[src/rtl/slot_payout_controller.sv]
// Slot machine payout controller: charges a bet on press, freezes the reels on release,
// classifies the combination and applies a saturating payout to the credit balance.
module slot_payout_controller #(
    parameter int unsigned CREDIT_W    = 16,
    parameter int unsigned INIT_CREDIT = 1000,
    parameter int unsigned BET         = 10,
    parameter int unsigned PAIR_PAY    = 50,
    parameter int unsigned TRIPLE_PAY  = 500,
    parameter int unsigned JACKPOT_PAY = 5000
) (
    input  logic                clk,
    input  logic                reset,
    input  logic                button_press,
    input  logic [2:0]          rng1,
    input  logic [2:0]          rng2,
    input  logic [2:0]          rng3,
    output logic [2:0]          reel1,
    output logic [2:0]          reel2,
    output logic [2:0]          reel3,
    output logic [CREDIT_W-1:0] credit,
    output logic [CREDIT_W-1:0] last_win,
    output logic [1:0]          result,
    output logic                win_valid,
    output logic                spinning,
    output logic                no_credit
);

    localparam int unsigned SUM_W = CREDIT_W + 1;
    localparam logic [SUM_W-1:0] CREDIT_MAX = {1'b0, {CREDIT_W{1'b1}}};
    localparam logic [2:0] JACKPOT_SYM = 3'b111;

    localparam logic [1:0] RES_NONE    = 2'd0;
    localparam logic [1:0] RES_PAIR    = 2'd1;
    localparam logic [1:0] RES_TRIPLE  = 2'd2;
    localparam logic [1:0] RES_JACKPOT = 2'd3;

    typedef enum logic [1:0] {
        S_IDLE,
        S_SPIN,
        S_EVAL,
        S_PAY
    } state_t;

    state_t              r_state;
    logic                r_btn_q;
    logic [2:0]          r_reel1;
    logic [2:0]          r_reel2;
    logic [2:0]          r_reel3;
    logic [CREDIT_W-1:0] r_credit;
    logic [CREDIT_W-1:0] r_last_win;
    logic [1:0]          r_result;
    logic                r_win_valid;
    logic                r_spinning;
    logic                r_no_credit;

    logic                w_press;
    logic                w_can_bet;
    logic                w_all_eq;
    logic                w_any_pair;
    logic [1:0]          w_category;
    logic [CREDIT_W-1:0] w_payout;
    logic [SUM_W-1:0]    w_sum;
    logic [CREDIT_W-1:0] w_credit_sat;

    assign w_press   = button_press & ~r_btn_q;
    assign w_can_bet = (r_credit >= CREDIT_W'(BET));

    // Classification works on the latched reels, so it is stable throughout EVAL.
    assign w_all_eq   = (r_reel1 == r_reel2) && (r_reel2 == r_reel3);
    assign w_any_pair = (r_reel1 == r_reel2) || (r_reel2 == r_reel3) || (r_reel1 == r_reel3);

    always_comb begin
        w_category = RES_NONE;
        w_payout   = '0;
        if (w_all_eq && (r_reel1 == JACKPOT_SYM)) begin
            w_category = RES_JACKPOT;
            w_payout   = CREDIT_W'(JACKPOT_PAY);
        end else if (w_all_eq) begin
            w_category = RES_TRIPLE;
            w_payout   = CREDIT_W'(TRIPLE_PAY);
        end else if (w_any_pair) begin
            w_category = RES_PAIR;
            w_payout   = CREDIT_W'(PAIR_PAY);
        end
    end

    // One extra bit catches the carry so the balance clamps instead of wrapping.
    assign w_sum        = {1'b0, r_credit} + {1'b0, r_last_win};
    assign w_credit_sat = (w_sum > CREDIT_MAX) ? CREDIT_MAX[CREDIT_W-1:0] : w_sum[CREDIT_W-1:0];

    always_ff @(posedge clk or posedge reset) begin
        if (reset) begin
            r_state     <= S_IDLE;
            r_btn_q     <= 1'b0;
            r_reel1     <= '0;
            r_reel2     <= '0;
            r_reel3     <= '0;
            r_credit    <= CREDIT_W'(INIT_CREDIT);
            r_last_win  <= '0;
            r_result    <= RES_NONE;
            r_win_valid <= 1'b0;
            r_spinning  <= 1'b0;
            r_no_credit <= 1'b0;
        end else begin
            r_btn_q     <= button_press;
            r_win_valid <= 1'b0;
            r_no_credit <= 1'b0;
            case (r_state)
                S_IDLE: begin
                    if (w_press) begin
                        if (w_can_bet) begin
                            r_credit   <= r_credit - CREDIT_W'(BET);
                            r_spinning <= 1'b1;
                            r_state    <= S_SPIN;
                        end else begin
                            r_no_credit <= 1'b1;
                        end
                    end
                end
                S_SPIN: begin
                    if (!button_press) begin
                        r_reel1    <= rng1;
                        r_reel2    <= rng2;
                        r_reel3    <= rng3;
                        r_spinning <= 1'b0;
                        r_state    <= S_EVAL;
                    end
                end
                S_EVAL: begin
                    r_result   <= w_category;
                    r_last_win <= w_payout;
                    r_state    <= S_PAY;
                end
                S_PAY: begin
                    r_credit    <= w_credit_sat;
                    r_win_valid <= 1'b1;
                    r_state     <= S_IDLE;
                end
                default: r_state <= S_IDLE;
            endcase
        end
    end

    assign reel1     = r_reel1;
    assign reel2     = r_reel2;
    assign reel3     = r_reel3;
    assign credit    = r_credit;
    assign last_win  = r_last_win;
    assign result    = r_result;
    assign win_valid = r_win_valid;
    assign spinning  = r_spinning;
    assign no_credit = r_no_credit;

endmodule

[config.mk]
export PLATFORM = sky130hd
export DESIGN_NAME = slot_payout_controller
export DESIGN_NICKNAME = d
export VERILOG_FILES = /design/src/rtl/slot_payout_controller.sv
export SDC_FILE = /design/constraint.sdc
export NUM_CORES = 1
export LEC_CHECK = 0
export ABC_AREA = 1
export BUFFER_PORTS_ARGS = -buffer_cell sky130_fd_sc_hd__buf_2
export CAP_MARGIN = 20
export CORE_ASPECT_RATIO = 1.2
export CORE_MARGIN = 10
export CORE_UTILIZATION = 52
export DETAILED_ROUTE_END_ITERATION = 8
export PLACE_DENSITY = 0.85
export SETUP_SLACK_MARGIN = 0.15
export SYNTH_ARGS = -nofsm -noshare
export SYNTH_HDL_FRONTEND = slang
export SYNTH_SLANG_ARGS = --single-unit
[constraint.sdc]
create_clock -name clk -period 5.27 [get_ports clk]
set_input_delay 1.054 -clock clk [delete_from_list [all_inputs] [get_ports clk]]
set_output_delay 1.054 -clock clk [all_outputs]
set_load 0.02 [all_outputs]
==> flow_metrics.py <==
metrics = {
    "yosys": {
        "ys.flop_type": "dfrtp_1",
        "synth_commonest_cells": "124 x nand2_1, 39 x inv_1, 32 x nor2_1, 31 x dfrtp_1, 27 x nand3_1",
        "async_flop_share_pct": 100,
        "synth_top_family_by_area": "simple AND/OR/NAND/NOR gates",
        "synth_cell_type_count": 36,
        "synthXorXnorAreaFrac_pct": 7.46,
        "ys_ff_latch": 37,
        "mappedNetlistArea_um2": 2940,
        "yosysMostFrequentCell": "nand2_1",
        "ys_top_cells_by_area": "dfrtp_1 26%, nand2_1 16%, ha_1 6.4%, dfstp_2 5.4%, inv_1 5.0%",
        "yosys_warnings": 0,
        "postSynthAreaPerCell_um2": 7.25,
        "synth_compound_area_share_pct": 10.2,
        "yosys.area_share.adder_pct": 7.08,
        "ys_seq_area_share_pct": 31.8,
        "synth_top_area_share_pct": 26.4,
        "yosysTopAreaCell": "dfrtp_1",
        "synth_edf_count": 0,
        "synthMuxAreaShare_pct": 0,
        "synthSimpleGateAreaFrac_pct": 32.3,
        "synthCells": 405,
    },
    "global_route": {
        "grt_util_met2_pct": 30.8,
        "grt_pass1_vias": 2749,
        "grt_max_degree": 38,
        "grt.overflow.total": 0,
        "met1_usage_pct": 19.3,
        "grt_pass1_wl_um": 12600,
        "antenna_found_initial": 0,
        "met3_usage_pct": 3.74,
        "grt-busiest-layer": "met2",
        "track_usage_pct": 17.2,
    },
    "critical_path": {
        "crit_path_start_kind": "flop",
        "critPathKind": "flop to flop",
        "arrival_ns": 2.42,
        "worstRegToRegCells": 11,
        "r2r-end": "credit[15]",
        "crit_path_frequent_cell": "nand2_1",
        "worstReg2RegStart": "last_win[9]",
        "cp-endpoint": "credit[15]",
        "critical_path.top_delay_family": "simple AND/OR/NAND/NOR gates",
        "crit_start": "last_win[9]",
        "cp_slowest_cell": "dfrtp_1",
        "path_max_fanout": 10,
        "worstPathRequired_ns": 5.46,
        "path_cells": "ha_1, a21oi_1, nand2_1, a21oi_1, nand2_2, nand2_4, nand2_4, inv_2, nand3_1, nand2_1, nand2_1",
        "path_buf_inv": 1,
        "path_depth": 11,
        "reg2reg_slack_ns": 3.04,
        "worst_setup_path_end_kind": "flop",
        "critPathMaxStageDelay_ns": 0.49,
    },
    "route": {
        "antenna_left": 0,
        "first_pass_iters": 4,
        "routed_wl_um": 7400,
        "drt_iter0_markers": 268,
        "drc": 0,
        "num_vias": 2722,
        "post_drt_via_cell_ratio": 5.30,
        "wl_per_cell_um": 14.4,
    },
    "floorplan": {
        "placementRows": 29,
        "coreArea_um2": 5370,
        "die_area_um2": 9060,
        "die_h_um": 102,
        "die_w_um": 88.6,
        "start_util_pct": 54.7,
        "ioPinCount": 58,
    },
    "cells_and_area": {
        "num_antenna_cells": 0,
        "finalNetCount": 479,
        "drive_gt1_share_pct": 22.1,
        "finish.utilization_pct": 60.4,
        "nFillCells": 502,
        "syn_to_final_growth_pct": 10.6,
    },
    "flow_run": {
        "maxCapViolCount": 0,
    },
    "worst_hold_path": {
        "min-delay-start": "r_btn_q",
        "hold_class": "flop to flop",
        "whs_path_depth": 1,
    },
    "place": {
        "dp_hpwl_um": 5830,
        "routabilityCongestion": 0.899,
        "numPortBuffers": 51,
    },
    "power": {
        "power.total_mw": 2.27,
        "power_density_nw_per_um2": 700,
        "peakVddDrop_uv": 400,
        "p_leak_nw": 1.77,
    },
    "cts": {
        "tritoncts": "built",
        "cts_root_buf": "clkbuf_8",
        "clock_sinks": 37,
        "worstSkewPairLatency_ns": 0.30,
        "cts_hold_buf": 0,
        "path_clk_slew_ns": 0.08,
        "cts_setup_buffers": 0,
        "post_cts_resized": 0,
        "cts_buffers": 5,
        "ctsHtreeMaxLevel": 2,
        "cts_buffer_depth": 2,
    },
    "timing": {
        "setup_tns_ns": 0,
        "maxSlewViolCount": 0,
        "rsz0062_at_grt": "no",
        "fin_crit_ns": 2.23,
        "min_period_over_period_pct": 42.3,
        "hold_viol_final": 0,
        "worst_pin_slew_ns": 0.509,
        "timing.fmax_mhz": 449,
        "setup_viol": 0,
        "max_slew_margin_pct": 66.1,
        "finalClockSkew_ns": 0.00818,
    },
    "status": {
        "status": "finished clean",
    },
}
-- flip-flops by register name (all words and copies together) (netlist names), 2 cells and up --
| signal | count |
|---|---|
| reel3 | 3 |
| credit | 16 |
| reel1 | 3 |
| last_win | 5 |
| r_state | 2 |
| reel2 | 3 |
-- stage by stage --
stage | hold slack (ns) | std cells | area, µm² | setup slack [ns]
5_1_grt | 0.472 | 514 | 3250 | 2.87
3_3_place_gp | 0.430 | 506 | 3150 | 2.90
6_report | 0.441 | 514 | 3250 | 3.04
2_1_floorplan | 0.407 | 410 | 2950 | 3.28
4_1_cts | 0.439 | 514 | 3250 | 3.05
3_5_place_dp | 0.428 | 506 | 3150 | 2.81
-- power by group --
part / internal (mW) / switching (mW) / total (mW) / leakage, nW
sequential: 0.428 / 0.186 / 0.615 / 0.445
combinational: 0.525 / 0.928 / 1.45 / 1.28
clock: 0.0927 / 0.112 / 0.205 / 0.0364
total: 1.05 / 1.23 / 2.27 / 1.77
-- metal layers --
metal,vias up,routed length [µm]
met3,13,423
li1,1363,-
met4,0,159
met1,1270,2990
met5,-,0
met2,76,3820
-- layout by cell type (no fill, tap or decap), types with 2 or more instances in the layout --
| master | netlist | layout |
|---|---|---|
| nand2_1 | 124 | 124 |
| buf_2 | 1 | 51 |
| inv_1 | 39 | 39 |
| nor2_1 | 32 | 32 |
| dfrtp_1 | 31 | 31 |
| nand3_1 | 27 | 27 |
| a21oi_1 | 15 | 15 |
| ha_1 | 15 | 15 |
| xnor2_1 | 13 | 13 |
| xor2_1 | 12 | 12 |
| nand4_1 | 10 | 10 |
| o21ai_0 | 10 | 10 |
| inv_2 | 8 | 8 |
| o21ai_1 | 7 | 7 |
| nand2_2 | 6 | 6 |
| conb_1 | 1 | 6 |
| dfstp_2 | 6 | 6 |
| o22ai_2 | 5 | 5 |
| clkbuf_8 | 0 | 5 |
| nand2_4 | 4 | 4 |
| nor3_1 | 4 | 4 |
| a21oi_2 | 3 | 3 |
| clkinvlp_4 | 0 | 3 |
| clkinv_1 | 2 | 2 |
| nor2_2 | 2 | 2 |
| nor2_4 | 2 | 2 |
| o21ai_2 | 2 | 2 |
-- cells by family (layout without fill, tap and decap cells) --
| family | after synthesis | count (layout) |
|---|---|---|
| and+or+nand+nor | 213 | 213 |
| AOI/OAI and AO/OA | 46 | 46 |
| buffers and inverters | 67 | 109 |
| xor gates and xnor gates | 25 | 25 |
| other | 1 | 6 |
| DFF | 37 | 37 |
| adders and majority gates | 16 | 16 |
-- worst min-delay path by stage --
stage                            to  slack, ns
after floorplan           no_credit       0.41
after global placement    no_credit       0.43
after detailed placement  no_credit       0.43
after CTS                 no_credit       0.44
after global routing      no_credit       0.47
final                     no_credit       0.44
-- area by class of cell --
cell class / instances / area [µm²] / share of cell area, %
inverters: 49 / 184 / 5.67
flip-flops and latches: 37 / 933 / 28.8
well taps: 62 / 77.6 / 2.39
repair buffers: 52 / 263 / 8.10
clock inverters: 3 / 22.5 / 0.694
clock buffers: 5 / 68.8 / 2.12
multi-input cells: 306 / 1700 / 52.3
Note: power is estimated with default switching activity, not from simulation.
